$ cat config.mk
export PLATFORM = sky130hd
export DESIGN_NAME = ifid_stall_ctrl
export DESIGN_NICKNAME = d
export VERILOG_FILES = /design/src/rtl/pipeline_pkg.sv /design/src/rtl/stall_watchdog.sv /design/src/rtl/ifid_stall_ctrl.sv
export SDC_FILE = /design/constraint.sdc
export NUM_CORES = 1
export LEC_CHECK = 0
export CORE_ASPECT_RATIO = 1.75
export CORE_MARGIN = 2
export CORE_UTILIZATION = 30
export CTS_BUF_LIST = sky130_fd_sc_hd__clkbuf_4 sky130_fd_sc_hd__clkbuf_8
export CTS_CLUSTER_DIAMETER = 60
export DETAILED_ROUTE_END_ITERATION = 8
export PLACE_DENSITY = 0.7
export SLEW_MARGIN = 10
export SYNTH_ARGS = -nofsm -noshare
export SYNTH_HDL_FRONTEND = slang
export SYNTH_SLANG_ARGS = --single-unit
$ cat constraint.sdc
create_clock -name clk_i -period 2.5 [get_ports clk_i]
set_input_delay 0.5 -clock clk_i [delete_from_list [all_inputs] [get_ports clk_i]]
set_output_delay 0.5 -clock clk_i [all_outputs]
set_load 0.1 [all_outputs]
$ cat src/rtl/pipeline_pkg.sv
// rtl/pipeline_pkg.sv - shared fetch-stage constants and state type
package pipeline_pkg;

    localparam logic [31:0] NOP_INSTR        = 32'h0000_0000;
    localparam logic [31:0] DEFAULT_RESET_PC = 32'h0000_0000;

    typedef enum logic [1:0] {
        RUN   = 2'd0,
        WAIT  = 2'd1,
        DRAIN = 2'd2
    } fetch_state_e;

endpackage

$ cat src/rtl/stall_watchdog.sv
// rtl/stall_watchdog.sv - counts consecutive stall cycles, sets a sticky timeout flag
module stall_watchdog #(
    parameter int MAX_STALL = 16,
    parameter int CNT_W     = 5
) (
    input  logic clk_i,
    input  logic rst_i,
    input  logic stall_i,
    output logic timeout_o
);

    localparam logic [CNT_W-1:0] MAX_CNT = CNT_W'(MAX_STALL);

    logic [CNT_W-1:0] cnt_q;
    logic [CNT_W-1:0] cnt_d;
    logic             timeout_q;

    always_comb begin
        cnt_d = '0;
        if (stall_i) begin
            cnt_d = (cnt_q == MAX_CNT) ? MAX_CNT : cnt_q + 1'b1;
        end
    end

    always_ff @(posedge clk_i) begin
        if (rst_i) begin
            cnt_q     <= '0;
            timeout_q <= 1'b0;
        end else begin
            cnt_q <= cnt_d;
            // flag is raised on the edge the count reaches the limit and never cleared here
            if (cnt_d == MAX_CNT) begin
                timeout_q <= 1'b1;
            end
        end
    end

    assign timeout_o = timeout_q;

endmodule

$ cat src/rtl/ifid_stall_ctrl.sv
// rtl/ifid_stall_ctrl.sv - PC and IF/ID register with stall, flush and imem wait handling (option: STALL_PERF_CNT_EN)
module ifid_stall_ctrl
    import pipeline_pkg::*;
#(
    parameter logic [31:0] RESET_PC  = DEFAULT_RESET_PC,
    parameter int          MAX_STALL = 16,
    parameter int          CNT_W     = 5
) (
    input  logic        clk_i,
    input  logic        rst_i,
    input  logic        Stall_i,
    input  logic        Flush_i,
    input  logic [31:0] BranchTarget_i,
    input  logic        InstrValid_i,
    input  logic [31:0] Instr_i,
    output logic [31:0] PC_o,
    output logic [31:0] IFIDInstr_o,
    output logic [31:0] IFIDPCPlus4_o,
    output logic        IFIDValid_o,
    output logic        Bubble_o,
    output logic        StallTimeout_o,
    output logic [31:0] StallCount_o
);

    fetch_state_e state_q, state_d;
    logic [31:0]  pc_q, pc_d;
    logic [31:0]  instr_q, instr_d;
    logic [31:0]  pc4_q, pc4_d;
    logic         valid_q, valid_d;
    logic [31:0]  pc_plus4;
    logic         bubble;

    assign bubble   = Stall_i & ~Flush_i;
    assign pc_plus4 = pc_q + 32'd4;

    always_comb begin
        state_d = state_q;
        pc_d    = pc_q;
        instr_d = instr_q;
        pc4_d   = pc4_q;
        valid_d = valid_q;
        if (Flush_i) begin
            pc_d    = {BranchTarget_i[31:2], 2'b00};
            instr_d = NOP_INSTR;
            pc4_d   = 32'h0;
            valid_d = 1'b0;
            // a fetch still outstanding in WAIT will return for the old PC and must be dropped
            state_d = (state_q == WAIT) ? DRAIN : RUN;
        end else if (!Stall_i) begin
            case (state_q)
                RUN, WAIT: begin
                    if (InstrValid_i) begin
                        pc_d    = pc_plus4;
                        instr_d = Instr_i;
                        pc4_d   = pc_plus4;
                        valid_d = 1'b1;
                        state_d = RUN;
                    end else begin
                        instr_d = NOP_INSTR;
                        pc4_d   = 32'h0;
                        valid_d = 1'b0;
                        state_d = WAIT;
                    end
                end
                DRAIN: begin
                    if (InstrValid_i) begin
                        instr_d = NOP_INSTR;
                        pc4_d   = 32'h0;
                        valid_d = 1'b0;
                        state_d = RUN;
                    end
                end
                default: state_d = RUN;
            endcase
        end
    end

    always_ff @(posedge clk_i) begin
        if (rst_i) begin
            state_q <= RUN;
            pc_q    <= RESET_PC;
            instr_q <= NOP_INSTR;
            pc4_q   <= 32'h0;
            valid_q <= 1'b0;
        end else begin
            state_q <= state_d;
            pc_q    <= pc_d;
            instr_q <= instr_d;
            pc4_q   <= pc4_d;
            valid_q <= valid_d;
        end
    end

    stall_watchdog #(
        .MAX_STALL (MAX_STALL),
        .CNT_W     (CNT_W)
    ) u_stall_watchdog (
        .clk_i     (clk_i),
        .rst_i     (rst_i),
        .stall_i   (bubble),
        .timeout_o (StallTimeout_o)
    );

`ifdef STALL_PERF_CNT_EN
    logic [31:0] stall_cnt_q;

    always_ff @(posedge clk_i) begin
        if (rst_i) begin
            stall_cnt_q <= 32'h0;
        end else if (bubble && stall_cnt_q != 32'hFFFF_FFFF) begin
            stall_cnt_q <= stall_cnt_q + 32'd1;
        end
    end

    assign StallCount_o = stall_cnt_q;
`else
    assign StallCount_o = 32'h0;
`endif

    assign PC_o          = pc_q;
    assign IFIDInstr_o   = instr_q;
    assign IFIDPCPlus4_o = pc4_q;
    assign IFIDValid_o   = valid_q;
    assign Bubble_o      = bubble;

endmodule

==> impl_metrics.csv <==
group,metric,value,unit
timing,layout_setup_ws,265,ps
detailed_routing,route.met3.wl,998,µm
grt,grt_pass1_wl,23.7,mm
detailed_routing,wirelength_met1,6.21,mm
synthesis,synth_top_cell_by_area,"dfxtp_1",
detailed_routing,top_layer,"met4",
synthesis,synth_edf_count,0,
min_path,hp-class,"flop to flop",
cts,cts_sinks,101,
timing,setup_viol,0,
power_and_ir_drop,pwr-share-comb,26.9,%
setup_path,rr_endpoint,"IFIDPCPlus4_o[29]",
place,io_buffers,161,
power_and_ir_drop,p_int,2440,µW
grt,grt.total_usage,17.3,%
grt,antenna_found_initial,0,
cts,clkSlewWorstSetupHoldPaths,90,ps
synthesis,seq_area_frac_synth,41.3,%
setup_path,crit_fanout,15,
die,fp.dieH,173,µm
setup_path,rr_worst_depth,5,
power_and_ir_drop,p_per_area,583,mW/mm²
setup_path,cp.arrival,1730,ps
cts,cts_buffers,9,
setup_path,r2r_setup_slack,400,ps
grt,grt_start_max_net_pins,51,
timing,maxSlewViolCount,0,
setup_path,cp_data_required_time,2000,ps
synthesis,yosys_warnings,0,
timing,fin_crit,2230,ps
layout,num-nets-final,759,
synthesis,ys.flop_type,"dfxtp_1",
synthesis,ys_top_cells_by_area,"dfxtp_1, a22o_1, buf_4",
place,gp_congestion,0.871,
synthesis,synthCells,533,
setup_path,r2r-start,"PC_o[10]",
power_and_ir_drop,p_leak,0.00280,µW
timing,tns,0,ps
layout,area_growth,36.7,%
timing,fin_hold_ws,462,ps
detailed_routing,detail_route.wl_per_cell,17.8,µm
layout,antennaDiodeCount,0,
cts,cts_resized,0,
setup_path,crit_start,"Flush_i",
cts,cts_tree,"yes",
setup_path,crit_path_end_kind,"primary output",
synthesis,ys_types,56,
detailed_routing,drtIter0Drc,202,
timing,fin_crit_sh,89.4,%
detailed_routing,drt_wl_total,15.6,mm
detailed_routing,drt-vias-per-instance,5.29,
power_and_ir_drop,p_sw,1460,µW
timing,fin_skew,10.1,ps
cts,htree_num_levels,3,
synthesis,syn_area,0.00490,mm²
run_status,status,"finished clean",
place,dp_hpwl,11.6,mm
grt,grt_pass1_vias,4375,
timing,hold_viol_final,0,
cts,cts_hold_buf,0,
synthesis,syn_avg_cell_area,9.19,µm²
timing,fmax,447,MHz
layout,final_common_cell,"buf_4",
synthesis,ys_ff_latch,101,
detailed_routing,ant_nets,0,
job,max_cap_violations,0,
detailed_routing,wl_met2,7.95,mm
detailed_routing,drcViolationCount,0,
power_and_ir_drop,swShare,37.4,%
synthesis,synth_top_cell_area_share,41.3,%
cts,clock_path_buffers,2,
setup_path,crit_path_end,"Bubble_o",
power_and_ir_drop,seqPwrFrac,44.9,%
min_path,worstHoldStart,"IFIDValid_o",
cts,postCtsSetupRepairBufs,0,
detailed_routing,vias,4660,
grt,gr-total-overflow,0,
timing,rsz0062_at_grt,"false",
die,ios,200,
die,rows,61,
place,dp_slack,27.2,ps
die,die_x,101,µm
min_path,hold_depth,1,
setup_path,critPathLaunchType,"input port",
power_and_ir_drop,peakVddDrop,261,µV
die,core,0.0160,mm²
cts,clk_latency,370,ps
layout,drive_gt1_share,24.1,%
layout,final_cell_mix,"buf_4, dfxtp_1, clkdlybuf4s50_1",
detailed_routing,first_pass_iters,5,
die,die-area,0.0174,mm²
cts,cts-root-buf,"clkbuf_8",
setup_path,path_class,"input port to primary output",
synthesis,synth-async-reset-ratio,0,%
power_and_ir_drop,power_frac_clock,28.2,%
die,start_util,30.7,%
[sequential cells by signal, summed over array words and instances, names as in the netlist]
register and flops:
IFIDInstr_o 32, IFIDPCPlus4_o 30, PC_o 30, u_stall_watchdog.cnt_q 5, state_q 2, IFIDValid_o 1, u_stall_watchdog.timeout_o 1
[worst min path at each step]
stage	to
6_report	IFIDValid_o
5_1_grt	IFIDValid_o
4_1_cts	IFIDValid_o
3_5_place_dp	IFIDValid_o
3_3_place_gp	IFIDValid_o
2_1_floorplan	u_stall_watchdog.cnt_q[0]
[cells in the mapped netlist, drive strengths merged (2+ instances only)]
| cell type | instances |
|---|---|
| dfxtp | 101 |
| buf | 49 |
| a22o | 48 |
| clkbuf | 33 |
| nor2 | 33 |
| nand3 | 28 |
| nand2 | 24 |
| nor4 | 19 |
| xnor2 | 19 |
| nand4 | 15 |
| nor3 | 12 |
| a211o | 10 |
| a211oi | 10 |
| a311oi | 10 |
| xor2 | 10 |
| and4 | 9 |
| inv | 9 |
| or4 | 9 |
| o211a | 7 |
| or3 | 7 |
| and3 | 6 |
| o21ai | 6 |
| o31ai | 6 |
| a21oi | 5 |
| o211ai | 5 |
| a31oi | 4 |
| a2111oi | 3 |
| and2 | 3 |
| ha | 3 |
| nor2b | 3 |
| o311a | 3 |
| a21o | 2 |
| a311o | 2 |
| a32oi | 2 |
| nand2b | 2 |
| nand3b | 2 |
| o2111a | 2 |
[power groups by stage]
stage	Combinational, µW	Sequential (µW)	Clock, µW
after floorplan	465	2130	0
after global placement	1050	1790	0
after detailed placement	1050	1790	0
after CTS	1050	1750	1150
after global routing	1090	1760	1190
final	1050	1750	1100
[metrics by stage]
stage / power [µW] / instances / utilization (%) / area [µm²]
floorplan: 2590 / 568 / - / 5050
global placement: 2830 / 865 / 40.7 / 6490
detailed placement: 2840 / 865 / 40.7 / 6490
CTS: 3950 / 881 / 42.0 / 6700
global route: 4040 / 881 / 42.0 / 6700
finish: 3910 / 881 / 42.0 / 6700
[worst max-delay path, stage by stage]
cell and delay (ps):
clkdlybuf4s50_1 540, buf_4 240, nand2b_1 180, inv_1 100
buf_12 170
[area by class of cell]
type,count,area [µm²]
fillers,1587,9250
inverters,9,33.8
multi-input cells,376,2520
clock buffers,11,151
well taps,189,236
flip-flops and latches,101,2050
clock inverters,5,58.8
repair buffers,190,1650
[metal layers]
layer	track usage (%)	up-vias
li1	-	2245
met1	19.6	2174
met2	30.3	214
met3	3.84	27
met4	8.05	0
met5	0	-
[kinds of logic (layout without fill, tap and decap cells)]
group	Yosys count	count (layout)	synth area share, %
simple gates	176	176	20.0
compound gates	132	132	22.5
flops	101	101	41.3
buf+inv	91	215	10.2
xor+xnor	29	29	5.18
fa+ha+maj	3	3	0.766
other cells	1	36	0.0765
(Power assumes the default switching activity.)
